[src/rtl/psum_write_arbiter_if.sv]
// Shared-buffer write handshake between the PE channels, the output buffer
// and the psum write arbiter. The arbiter takes the slave view; whatever
// drives done/valid/ready takes the master view.
interface psum_write_arbiter_if #(
  parameter int CH    = 4,
  parameter int SEL_W = 2
);
  logic [CH-1:0]    done;
  logic [CH-1:0]    valid;
  logic             ready;
  logic [CH-1:0]    ren;
  logic             wen;
  logic [SEL_W-1:0] wsel;
  logic             last;
  logic [CH-1:0]    stall;
  logic             busy;

  modport master (
    output done, valid, ready,
    input  ren, wen, wsel, last, stall, busy
  );

  modport slave (
    input  done, valid, ready,
    output ren, wen, wsel, last, stall, busy
  );
endinterface

[src/rtl/psum_write_arbiter.sv]
// Round-robin arbiter granting one PE channel at a time exclusive ownership
// of the shared partial-sum output buffer for a full burst of NUM_PSUM writes.
// Each channel runs IDLE -> WAIT -> OWN; a new owner is picked whenever the
// buffer is free or the current owner performs its final write, so handoff
// between waiting channels costs no idle cycle.
module psum_write_arbiter #(
  parameter int CH       = 4,
  parameter int SEL_W    = 2,
  parameter int NUM_PSUM = 8,
  parameter int CNT_W    = 4
) (
  input  logic                 clk,
  input  logic                 rst,
  psum_write_arbiter_if.slave  bus
);

  localparam logic [1:0]       ST_IDLE  = 2'd0;
  localparam logic [1:0]       ST_WAIT  = 2'd1;
  localparam logic [1:0]       ST_OWN   = 2'd2;
  localparam logic [CNT_W-1:0] LAST_CNT = CNT_W'(NUM_PSUM - 1);
  localparam logic [SEL_W-1:0] RR_INIT  = SEL_W'(CH - 1);

  logic [1:0]       st_q [CH];
  logic [1:0]       st_d [CH];
  logic             owner_vld_q, owner_vld_d;
  logic [SEL_W-1:0] owner_idx_q, owner_idx_d;
  logic [SEL_W-1:0] rr_q, rr_d;
  logic [CNT_W-1:0] count_q, count_d;

  logic [CH-1:0]    wait_s;
  logic             owner_valid_s;
  logic             w_s;
  logic             fin_s;
  logic             eval_s;
  logic             win_vld_s;
  logic [SEL_W-1:0] win_idx_s;
  logic [SEL_W:0]   pick_s;

  // First waiting channel scanning rr+1, rr+2, ... modulo CH; MSB flags a hit.
  function automatic logic [SEL_W:0] pick_winner(
    input logic [SEL_W-1:0] rr,
    input logic [CH-1:0]    cand
  );
    logic             found;
    logic [SEL_W-1:0] idx;
    int               pos;
    found = 1'b0;
    idx   = {SEL_W{1'b0}};
    for (int k = 1; k <= CH; k++) begin
      pos = (int'(rr) + k) % CH;
      if (!found && cand[pos]) begin
        found = 1'b1;
        idx   = SEL_W'(pos);
      end
    end
    return {found, idx};
  endfunction

  // Decode waiting channels, the write condition and the grant opportunity.
  always_comb begin
    for (int i = 0; i < CH; i++) begin
      wait_s[i] = (st_q[i] == ST_WAIT);
    end
    owner_valid_s = bus.valid[owner_idx_q];
    w_s           = owner_vld_q & bus.ready & owner_valid_s;
    fin_s         = w_s & (count_q == LAST_CNT);
    eval_s        = ~owner_vld_q | fin_s;
    pick_s        = pick_winner(rr_q, wait_s);
    win_vld_s     = pick_s[SEL_W];
    win_idx_s     = pick_s[SEL_W-1:0];
  end

  // State register: channel states, owner, round-robin pointer, burst count.
  always_ff @(posedge clk) begin
    if (rst) begin
      for (int i = 0; i < CH; i++) begin
        st_q[i] <= ST_IDLE;
      end
      owner_vld_q <= 1'b0;
      owner_idx_q <= {SEL_W{1'b0}};
      rr_q        <= RR_INIT;
      count_q     <= {CNT_W{1'b0}};
    end else begin
      for (int i = 0; i < CH; i++) begin
        st_q[i] <= st_d[i];
      end
      owner_vld_q <= owner_vld_d;
      owner_idx_q <= owner_idx_d;
      rr_q        <= rr_d;
      count_q     <= count_d;
    end
  end

  // Next-state: per-channel transitions, grant/handoff and burst counting.
  always_comb begin
    owner_vld_d = owner_vld_q;
    owner_idx_d = owner_idx_q;
    rr_d        = rr_q;
    count_d     = count_q;
    if (eval_s) begin
      if (win_vld_s) begin
        owner_vld_d = 1'b1;
        owner_idx_d = win_idx_s;
        rr_d        = win_idx_s;
        count_d     = {CNT_W{1'b0}};
      end else begin
        owner_vld_d = 1'b0;
        count_d     = {CNT_W{1'b0}};
      end
    end else if (w_s) begin
      count_d = count_q + CNT_W'(1'b1);
    end else begin
      count_d = count_q;
    end

    for (int i = 0; i < CH; i++) begin
      st_d[i] = st_q[i];
      case (st_q[i])
        ST_IDLE: st_d[i] = bus.done[i] ? ST_WAIT : ST_IDLE;
        ST_WAIT: st_d[i] = (eval_s && win_vld_s && (win_idx_s == SEL_W'(i))) ? ST_OWN : ST_WAIT;
        ST_OWN:  st_d[i] = (fin_s && (owner_idx_q == SEL_W'(i))) ? ST_IDLE : ST_OWN;
        default: st_d[i] = ST_IDLE;
      endcase
    end
  end

  // Outputs: write strobe, pop, select and stalls from state plus ready/valid.
  always_comb begin
    bus.wen  = w_s;
    bus.last = fin_s;
    bus.busy = owner_vld_q;
    bus.wsel = owner_vld_q ? owner_idx_q : {SEL_W{1'b0}};
    for (int i = 0; i < CH; i++) begin
      bus.ren[i]   = w_s & (owner_idx_q == SEL_W'(i));
      bus.stall[i] = (st_q[i] == ST_WAIT) |
                     ((st_q[i] == ST_OWN) & ~(bus.ready & bus.valid[i]));
    end
  end

endmodule

[src/flat_wrapper.sv]
// flat-port wrapper written by rule: the top's interface ports become plain ports
module psum_write_arbiter_flat 
#(
  parameter int CH       = 4,
  parameter int SEL_W    = 2,
  parameter int NUM_PSUM = 8,
  parameter int CNT_W    = 4
)
  (clk, rst, bus_done, bus_valid, bus_ready, bus_ren, bus_wen, bus_wsel, bus_last, bus_stall, bus_busy);
  psum_write_arbiter_if #(.CH(CH), .SEL_W(SEL_W)) bus_i ();
  input  logic clk;
  input  logic rst;
  input wire logic [$bits(bus_i.done)-1:0] bus_done;
  input wire logic [$bits(bus_i.valid)-1:0] bus_valid;
  input wire logic [$bits(bus_i.ready)-1:0] bus_ready;
  output wire logic [$bits(bus_i.ren)-1:0] bus_ren;
  output wire logic [$bits(bus_i.wen)-1:0] bus_wen;
  output wire logic [$bits(bus_i.wsel)-1:0] bus_wsel;
  output wire logic [$bits(bus_i.last)-1:0] bus_last;
  output wire logic [$bits(bus_i.stall)-1:0] bus_stall;
  output wire logic [$bits(bus_i.busy)-1:0] bus_busy;
  assign bus_i.done = bus_done;
  assign bus_i.valid = bus_valid;
  assign bus_i.ready = bus_ready;
  assign bus_ren = bus_i.ren;
  assign bus_wen = bus_i.wen;
  assign bus_wsel = bus_i.wsel;
  assign bus_last = bus_i.last;
  assign bus_stall = bus_i.stall;
  assign bus_busy = bus_i.busy;
  psum_write_arbiter #(.CH(CH), .SEL_W(SEL_W), .NUM_PSUM(NUM_PSUM), .CNT_W(CNT_W)) u_core (.clk(clk), .rst(rst), .bus(bus_i));
endmodule
[config.mk]
export PLATFORM = sky130hd
export DESIGN_NAME = psum_write_arbiter_flat
export DESIGN_NICKNAME = d
export VERILOG_FILES = /design/src/rtl/psum_write_arbiter_if.sv /design/src/rtl/psum_write_arbiter.sv /design/src/flat_wrapper.sv
export SDC_FILE = /design/constraint.sdc
export NUM_CORES = 1
export LEC_CHECK = 0
export ABC_CLOCK_PERIOD_IN_PS = 2200
export CORE_AREA = 2 2 46 57
export DETAILED_ROUTE_END_ITERATION = 12
export DIE_AREA = 0 0 48 59
export PLACE_DENSITY = 0.74
export RECOVER_POWER = 50
export SETUP_SLACK_MARGIN = 0.02
export SLEW_MARGIN = 30
export SYNTH_ARGS = -nofsm -noshare
export SYNTH_HDL_FRONTEND = slang
export SYNTH_SLANG_ARGS = --single-unit
export TNS_END_PERCENT = 20
[constraint.sdc]
create_clock -name clk -period 2.2 [get_ports clk]
set_input_delay 0.44 -clock clk [delete_from_list [all_inputs] [get_ports clk]]
set_output_delay 0.44 -clock clk [all_outputs]
set_load 0.05 [all_outputs]
==> impl_metrics.py <==
metrics = {
    "yosys": {
        "synth-xor-area-share_pct": 2.45,
        "synth_top_area_share_pct": 31.7,
        "synth-compound-area-share_pct": 27.2,
        "seq_area_frac_synth_pct": 31.7,
        "synth_top_family_by_area": "simple AND/OR/NAND/NOR gates",
        "postSynthCellCount": 119,
        "synthSimpleGateAreaFrac_pct": 29.6,
        "synth_edf_count": 0,
        "syn_avg_cell_area_um2": 9.01,
        "syn-cell-area_mm2": 0.00107,
        "ys_warn_count": 0,
        "synth_mux_area_share_pct": 1.87,
        "yosysMostFrequentCell": "dfxtp_1",
        "yosys.area_share.adder_pct": 1.17,
        "synth_area_leaders": "dfxtp_1 (32%), a2111oi_2 (5.6%), nand2_1 (4.6%), nand3b_1 (3.5%), nor2_1 (3.5%)",
        "synth_ff_type": "dfxtp_1",
        "ys_types": 45,
        "ys_ff_latch": 17,
        "synth_common_cells": "dfxtp_1 (17), nand2_1 (13), nor2_1 (10)",
        "async_flop_share_pct": 0,
        "yosysTopAreaCell": "dfxtp_1",
        "synth_nets": 131,
    },
    "routing": {
        "dr_total_vias": 1072,
        "drt_iter0_markers": 18,
        "drcViolationCount": 0,
        "postRouteWirelength_um": 2680,
        "via_per_inst": 5.79,
        "firstDrtPassIters": 4,
        "wire_per_inst_um": 14.5,
        "detail-route-antenna-nets": 0,
    },
    "final_layout": {
        "final_cell_area_mm2": 0.00151,
        "fin_nets": 167,
        "final_util_pct": 66.8,
        "syn_to_final_growth_pct": 40.6,
        "drive_above_1_share_pct": 31.8,
        "n_antenna_cell": 0,
        "instances_no_fill": 185,
    },
    "pwr": {
        "power_leakage_nw": 0.590,
        "cellPowerDensity_mw_per_mm2": 1340,
        "peakVddDrop_mv": 0.955,
        "power_mw": 2.02,
    },
    "worst_setup_path": {
        "ff2ff_setup_slack_ns": 0.22,
        "cp.required_ns": 1.76,
        "worst_ep_arrival_time_ns": 1.66,
        "reg2regPathDepth": 5,
        "critPathMaxFanout": 8,
        "critPathLaunchType": "flop",
        "startpoint": "u_core.owner_idx_q[0]",
        "setup.worst_path.end_class": "output pin",
        "r2r_start": "u_core.st_q[3][1]",
        "critPathKind": "reg -> out",
    },
    "clock_network": {
        "clk_pin_slew_worst_paths_ns": 0.09,
        "cts-buffers-inserted": 3,
        "clockBufferDepth": 2,
        "cts-htree-levels": 1,
        "cts_tree": "done",
        "clk_latency_ns": 0.30,
        "cts_setup_buffers": 0,
        "clock-sinks": 17,
        "clock-root-buffer": "clkbuf_4",
    },
    "hold_path": {
        "hold_depth": 1,
        "hold_path_class": "reg -> reg",
        "hp-start": "u_core.st_q[0][1]",
    },
    "die": {
        "die_h_um": 59,
        "rows": 19,
        "start_util_pct": 47.5,
        "core_area_mm2": 0.00226,
        "dieWidth_um": 48,
        "io_pins": 24,
        "die_area_mm2": 0.00283,
    },
    "grt": {
        "overflow": 0,
        "grtUsageTotal_pct": 22.3,
        "grt_pass1_wl_um": 4620,
        "grt_max_degree": 11,
        "antenna_found_initial": 0,
        "grt_pass1_vias": 1107,
    },
    "timing": {
        "post-route-min-period_ns": 2.10,
        "setup_violations": 0,
        "fmax_mhz": 476,
        "rsz0062_at_grt": "false",
        "timing.final.crit_share_pct": 95.6,
        "drv_slew": 0,
        "relSlewSlack_pct": 60.5,
        "whs_ns": 0.483,
        "hold_viol_final": 0,
        "fin_worst_skew_ns": 0.00708,
        "tightestPinTransition_ns": 0.594,
    },
    "status": {
        "status": "complete, no violations",
    },
    "placed_design": {
        "hpwl_um": 2110,
        "dp_cells": 181,
        "placed_cell_area_mm2": 0.00149,
        "port_buffers": 23,
        "place_congestion": 0.823,
    },
    "job": {
        "drv_cap": 0,
    },
}
metal layers:
metal / track usage (%) / routed length (µm) / up-vias
li1: - / - / 509
met1: 24.5 / 1040 / 514
met2: 38.7 / 1440 / 42
met3: 4.88 / 139 / 7
met4: 10.8 / 63 / 0
met5: 0 / 0 / -
cells in the final DEF, fill, tap and decap left out, types with 3 or more instances in the layout:
cell type and count:
nand2_1 12, nand3b_1 5, clkbuf_1 3, nor3_2 3
nor2_1 10, buf_12 8, a2111oi_2 4, a21oi_1 3
buf_4 12, a32o_1 3, nand2b_1 4, nor3b_1 3
inv_1 5, nor2b_1 4, clkdlybuf4s50_1 6, nand3_1 5
dlygate4sd2_1 3, clkbuf_4 4, dfxtp_1 16
worst paths after layout:
check                 endpoint
max reg2reg  u_core.st_q[3][0]
min          u_core.st_q[0][0]
min reg2reg  u_core.st_q[0][0]
max                 bus_ren[3]
cell families (layout without fill, tap and decap cells):
family,after synthesis,after routing
compound gates,28,28
xor+xnor,3,3
fa+ha+maj,1,1
buf+inv,11,46
flops,17,17
mux,2,2
simple gates,57,57
state kept, by name (all words and copies together), names as in the netlist:
signal,flops
u_core.rr_q,2
u_core.bus.busy,1
u_core.st_q,8
u_core.owner_idx_q,2
u_core.count_q,4
power breakdown:
part           internal (mW)  leakage [nW]  switching [mW]
Clock                 0.0679        0.0177           0.103
Combinational          0.530         0.432           0.774
Sequential             0.413         0.140           0.137
Total                   1.01         0.590            1.01
repair_timing:
action | 4_1_cts | 5_1_grt
hold buffers | 0 | 0
gates resized for setup | 12 | 3
setup endpoints to repair | 6 | 6
cloned | 0 | 0
pin swaps | 1 | 1
critical path, stage by stage, from the launching register on:
cell	delay (ns)
dfxtp_4	0.43
mux2i_2	0.28
o22ai_2	0.14
nand2_2	0.14
inv_2	0.05
and3_4	0.18
buf_12	0.14
area by class of cell:
class                           count  area [µm²]
Clock buffer                        3        22.5
Clock inverter                      1        5.00
Fill cell                         200         751
Inverter                            6        22.5
Multi-Input combinational cell     91         689
Sequential cell                    17         344
Tap cell                           31        38.8
Timing Repair Buffer               36         385
metrics by stage:
step / setup slack [ns] / TNS (ns)
4_1_cts: 0.0412 / 0
3_3_place_gp: -0.0633 / -0.244
5_1_grt: 0.00387 / 0
2_1_floorplan: -0.281 / -0.815
6_report: 0.0972 / 0
3_5_place_dp: -0.117 / -0.702
Power figures use the tool's default switching activity.
